[config.mk]
export PLATFORM = sky130hd
export DESIGN_NAME = pipe_flow_ctrl
export DESIGN_NICKNAME = d
export VERILOG_FILES = /design/src/rtl/pipe_flow_ctrl.sv
export SDC_FILE = /design/constraint.sdc
export NUM_CORES = 1
export LEC_CHECK = 0
export CELL_PAD_IN_SITES_DETAIL_PLACEMENT = 2
export CELL_PAD_IN_SITES_GLOBAL_PLACEMENT = 2
export CORE_AREA = 2 2 105 82
export DETAILED_ROUTE_END_ITERATION = 7
export DIE_AREA = 0 0 107 84
export MAX_ROUTING_LAYER = met4
export PLACE_DENSITY_LB_ADDON = 0.25
export SYNTH_ARGS = -nofsm -noshare
export SYNTH_HDL_FRONTEND = slang
export SYNTH_SLANG_ARGS = --single-unit
[constraint.sdc]
create_clock -name clk -period 2.9 [get_ports clk]
set_clock_uncertainty 0.2 [all_clocks]
set_input_delay 0.435 -clock clk [delete_from_list [all_inputs] [get_ports clk]]
set_output_delay 0.435 -clock clk [all_outputs]
set_load 0.005 [all_outputs]
[src/rtl/pipe_flow_ctrl.sv]
// Pipeline flow controller: per-register enables/bubbles, load-use stall, redirect flush, SYSCALL halt/GO resume.
// Optional performance counters are built only when PIPE_PERF_CNT_EN is defined.
module pipe_flow_ctrl #(
  parameter int unsigned STAGES      = 5,
  parameter int unsigned REDIR_STAGE = 3,
  parameter int unsigned LOAD_LAT    = 1,
  parameter int unsigned CNT_W       = 32
) (
  input  logic              clk,
  input  logic              CLR_n,
  input  logic              load_use,
  input  logic              redirect,
  input  logic              halt_req,
  input  logic              GO,
  output logic [STAGES-1:0] en,
  output logic [STAGES-1:0] bubble,
  output logic [STAGES-1:0] valid,
  output logic              halted,
  output logic [CNT_W-1:0]  stall_cnt,
  output logic [CNT_W-1:0]  flush_cnt,
  output logic [CNT_W-1:0]  retire_cnt
);

  localparam int unsigned CW = (LOAD_LAT > 1) ? $clog2(LOAD_LAT) : 1;

  localparam logic [STAGES-1:0] EN_ALL  = '1;
  localparam logic [STAGES-1:0] EN_LU   = ~STAGES'(3);
  localparam logic [STAGES-1:0] BUB_LU  = STAGES'(4);
  localparam logic [STAGES-1:0] BUB_RD  =
    ((STAGES'(1) << REDIR_STAGE) - STAGES'(1)) & ~STAGES'(1);

  typedef enum logic [1:0] {
    S_RUN   = 2'd0,
    S_STALL = 2'd1,
    S_HALT  = 2'd2
  } state_t;

  state_t              r_state;
  state_t              w_state_nxt;
  logic [CW-1:0]       r_cnt;
  logic [CW-1:0]       w_cnt_nxt;
  logic                r_resume_mask;
  logic                w_resume_nxt;
  logic                r_go_q;
  logic [STAGES-1:1]   r_valid;

  logic [STAGES-1:0]   w_en;
  logic [STAGES-1:0]   w_bub;
  logic                w_stall_inc;
  logic                w_flush_inc;
  logic                w_halt_eff;
  logic                w_go_rise;

  assign w_halt_eff = halt_req & ~r_resume_mask;
  assign w_go_rise  = GO & ~r_go_q;

  always_comb begin
    w_state_nxt  = r_state;
    w_cnt_nxt    = r_cnt;
    w_resume_nxt = 1'b0;
    w_en         = '0;
    w_bub        = '0;
    w_stall_inc  = 1'b0;
    w_flush_inc  = 1'b0;
    case (r_state)
      S_RUN: begin
        if (w_halt_eff) begin
          w_state_nxt = S_HALT;
        end else if (redirect) begin
          w_en        = EN_ALL;
          w_bub       = BUB_RD;
          w_flush_inc = 1'b1;
        end else if (load_use) begin
          w_en        = EN_LU;
          w_bub       = BUB_LU;
          w_stall_inc = 1'b1;
          if (LOAD_LAT > 1) begin
            w_state_nxt = S_STALL;
            w_cnt_nxt   = CW'(LOAD_LAT - 1);
          end
        end else begin
          w_en = EN_ALL;
        end
      end
      S_STALL: begin
        if (w_halt_eff) begin
          w_state_nxt = S_HALT;
          w_cnt_nxt   = '0;
        end else if (redirect) begin
          w_en        = EN_ALL;
          w_bub       = BUB_RD;
          w_flush_inc = 1'b1;
          w_cnt_nxt   = '0;
          w_state_nxt = S_RUN;
        end else begin
          w_en        = EN_LU;
          w_bub       = BUB_LU;
          w_stall_inc = 1'b1;
          w_cnt_nxt   = r_cnt - CW'(1);
          if (r_cnt <= CW'(1)) begin
            w_state_nxt = S_RUN;
          end
        end
      end
      S_HALT: begin
        // Mask lets the SYSCALL in the last register drain without re-halting.
        if (w_go_rise) begin
          w_state_nxt  = S_RUN;
          w_resume_nxt = 1'b1;
        end
      end
      default: begin
        w_state_nxt = S_RUN;
      end
    endcase
  end

  always_ff @(posedge clk or negedge CLR_n) begin
    if (!CLR_n) begin
      r_state       <= S_RUN;
      r_cnt         <= '0;
      r_resume_mask <= 1'b0;
      r_go_q        <= 1'b0;
    end else begin
      r_state       <= w_state_nxt;
      r_cnt         <= w_cnt_nxt;
      r_resume_mask <= w_resume_nxt;
      r_go_q        <= GO;
    end
  end

  assign en     = CLR_n ? w_en  : '0;
  assign bubble = CLR_n ? w_bub : '0;
  assign valid  = {r_valid, CLR_n};
  assign halted = (r_state == S_HALT);

  always_ff @(posedge clk or negedge CLR_n) begin
    if (!CLR_n) begin
      r_valid <= '0;
    end else begin
      for (int unsigned k = 1; k < STAGES; k++) begin
        if (en[k]) begin
          r_valid[k] <= bubble[k] ? 1'b0 : ((k == 1) ? 1'b1 : valid[k-1]);
        end
      end
    end
  end

`ifdef PIPE_PERF_CNT_EN
  logic [CNT_W-1:0] r_stall_cnt;
  logic [CNT_W-1:0] r_flush_cnt;
  logic [CNT_W-1:0] r_retire_cnt;

  always_ff @(posedge clk or negedge CLR_n) begin
    if (!CLR_n) begin
      r_stall_cnt  <= '0;
      r_flush_cnt  <= '0;
      r_retire_cnt <= '0;
    end else begin
      if (w_stall_inc) r_stall_cnt <= r_stall_cnt + CNT_W'(1);
      if (w_flush_inc) r_flush_cnt <= r_flush_cnt + CNT_W'(1);
      if (en[STAGES-1] && valid[STAGES-1]) r_retire_cnt <= r_retire_cnt + CNT_W'(1);
    end
  end

  assign stall_cnt  = r_stall_cnt;
  assign flush_cnt  = r_flush_cnt;
  assign retire_cnt = r_retire_cnt;
`else
  logic w_unused_perf;
  assign w_unused_perf = ^{w_stall_inc, w_flush_inc};
  assign stall_cnt     = '0;
  assign flush_cnt     = '0;
  assign retire_cnt    = '0;
`endif

endmodule

==> impl_metrics.csv <==
group,metric,value,unit
floorplanning,die_w,107,um
place,placed_area,0.001017,mm2
floorplanning,rows,29,
clock_tree,cts.sinks,7,
pwr,p_clk_frac,0.333,
sta,period_minus_slack,2.682,ns
detailed_routing,dr.pass1.iters,3,
pwr,pwr-share-seq,0.330,
synthesis,synth_top_cell_by_area,"buf_4",
place,io_buffer_count,18,
synthesis,synth-seq-area-share,0.1615,
setup_path,cp-startpoint,"halt_req",
global_routing,grt_max_degree,10,
clock_tree,cts-hold-fix-buffers,0,
floorplanning,start_util,0.1341,
clock_tree,cts.reportedPaths.clkPinSlew,0.04,ns
final_layout,layout-drive-gt1-share,0.08163,
synthesis,synth.cell_area,0.001085,mm2
floorplanning,floorplan.die_area,0.008988,mm2
clock_tree,cts_resized,0,
setup_path,worstPathRequired,2.27,ns
setup_path,reg2reg_setup_slack,1.40,ns
sta,rsz0062_at_grt,"false",
floorplanning,die_y,84,um
synthesis,synth-seq-cells,7,
setup_path,cpMaxStageDelayCell,"clkdlybuf4s50_1",
detailed_routing,vias,536,
setup_path,cpLargestDelayFamily,"buffers and inverters",
sta,fin_crit_sh,0.9250,
hold_path,hold_class,"flip-flop to flip-flop",
detailed_routing,drc,0,
run,cap_violations,0,
status,status,"complete, no violations",
setup_path,worstSetupPathType,"primary input to output port",
synthesis,synth.avg_cell_area,8.542,um2
setup_path,timing.rr.start,"r_state[1]",
place,gp_congestion,0.6216,
pwr,switching_share,0.2992,
setup_path,start_kind,"primary input",
clock_tree,postCtsSetupRepairBufs,0,
pwr,internal_power,0.2895,mW
clock_tree,cts.path.max_buffers,2,
sta,finalSetupTns,0,ns
setup_path,crit_arrival,2.05,ns
setup_path,cp_cell_sequence,"clkdlybuf4s50_1 > nor2b_4 > nor3b_4 > a21boi_0 > clkdlybuf4s50_1",
pwr,p_switching,0.1236,mW
global_routing,overflow,0,
sta,max_freq,372.8,MHz
detailed_routing,vias_per_cell,2.102,
clock_tree,cts_tree,"yes",
global_routing,antenna_found_initial,0,
setup_path,reg2reg_to,"r_valid[4]",
detailed_routing,drt_iter0_markers,7,
clock_tree,htreeDepth,1,
global_routing,grt_pass1_wl,2118,um
detailed_routing,drt_wl_total,1643,um
clock_tree,numCtsBuffers,3,
setup_path,endpoint_kind,"output port",
place,placed_cells,251,
synthesis,synthTopCellsByArea,"buf_4, dfrtp_1, mux2_2",
clock_tree,clk_latency,0.23,ns
setup_path,worst-path-stages,5,
final_layout,final_cells,255,
global_routing,grt_pass1_vias,436,
synthesis,netlist_instances,127,
global_routing,track_usage,0.03203,
final_layout,diodes,0,
floorplanning,fp.coreArea,0.008092,mm2
clock_tree,root_buffer,"clkbuf_8",
setup_path,critPathCapture,"en[1]",
final_layout,final_nets,154,
pwr,power.total,0.4132,mW
setup_path,cpMostUsedCell,"clkdlybuf4s50_1",
final_layout,design_area,0.001062,mm2
final_layout,syn_to_final_growth,-2.076,%
detailed_routing,drtAntennaViolNets,0,
sta,slew_violations,0,
synthesis,synth_top_area_share,0.7128,
pwr,ir_drop,0.1206,mV
sta,hold_violations,0,
setup_path,critical_path.max_fanout,3,
synthesis,yosys_warnings,0,
sta,finalSetupViolCount,0,
pwr,cellLeakagePower,0.5691,nW
place,dpl.hpwl,1459,um
floorplanning,pin_count,118,
sta,whs,0.2126,ns
detailed_routing,wl_per_cell,6.443,um
setup_path,cp_num_buf_inv,2,
setup_path,slowest_delay,0.57,ns
setup_path,r2r_cells,3,
pwr,pwr-share-comb,0.337,
synthesis,synthDistinctLibCells,15,
pwr,p_per_area,389.0,mW/mm2
[registers in the layout, summed over array words and instances (netlist names)]
name / count
r_state: 1
r_go_q: 1
r_valid: 4
r_resume_mask: 1
[logic make-up after synthesis]
kind of cell | after synthesis | share of synthesized area
muxes | 3 | 0.03114
DFF | 7 | 0.1615
AOI/OAI and AO/OA | 3 | 0.02192
and+or+nand+nor | 9 | 0.06575
buffers and inverters | 104 | 0.7163
other | 1 | 0.003457
[cells in the final DEF, fill, tap and decap left out]
cell	count
conb_1	99
clkdlybuf4s50_1	18
dfrtp_1	7
nor2_1	3
mux2_2	3
clkbuf_8	3
buf_4	3
inv_1	1
nor2b_4	1
nor3b_4	1
a21boi_0	1
o21a_1	1
and2_2	1
nand2_1	1
nor3b_1	1
nor4b_1	1
a2bb2oi_1	1
clkbuf_1	1
[worst reg2reg max path: cells and delay by family (launching register included)]
family                 cells  cell delay (ns)
buffers and inverters      1             0.17
multiplexers               1             0.33
AND/OR/NAND/NOR            1             0.25
flip-flops                 1             0.43
[power groups by stage]
stage	logic, mW	clock network [mW]	registers [mW]
final	0.139	0.138	0.136
after global routing	0.156	0.152	0.141
after CTS	0.138	0.144	0.137
after detailed placement	0.137	0	0.138
after global placement	0.138	0	0.138
after floorplan	0.160	0	0.138
[worst min path at each step]
stage | from | endpoint | cells after the start
floorplan | CLR_n | r_go_q | 0
detailed placement | r_go_q | r_resume_mask | 1
CTS | r_go_q | r_resume_mask | 1
global placement | r_go_q | r_resume_mask | 1
finish | r_go_q | r_resume_mask | 1
global route | r_go_q | r_resume_mask | 1
[through the flow]
step	setup WS [ns]	utilization
CTS	0.1932	0.1313
global placement	0.1950	0.1257
detailed placement	0.2021	0.1257
finish	0.2176	0.1313
floorplan	0.8986	-
global route	0.1484	0.1313
[synth_stat cells]
cell       instances
dfrtp_1            7
a21boi_0           1
buf_4            103
nor2_1             3
mux2_2             3
a2bb2oi_1          1
nor2b_4            1
nor3b_4            1
nand2_1            1
conb_1             1
inv_1              1
nor4b_1            1
and2_2             1
o21a_1             1
nor3b_1            1
[per-layer routing]
metal	vias to the layer above	global-route usage	wire (um)
met2	60	0.04459	744
met5	-	-	0
met4	0	0.03188	59
li1	228	-	-
met3	5	0.007026	197
met1	243	0.03693	641
[cell type report]
class	instances	area, um2
fillers	994	7029
multi-input cells	114	500.5
repair buffers	21	202.7
flip-flops and latches	7	175.2
well taps	108	135.1
clock buffers	4	45.04
inverters	1	3.754
No activity file was read; power rests on OpenSTA's default activity.
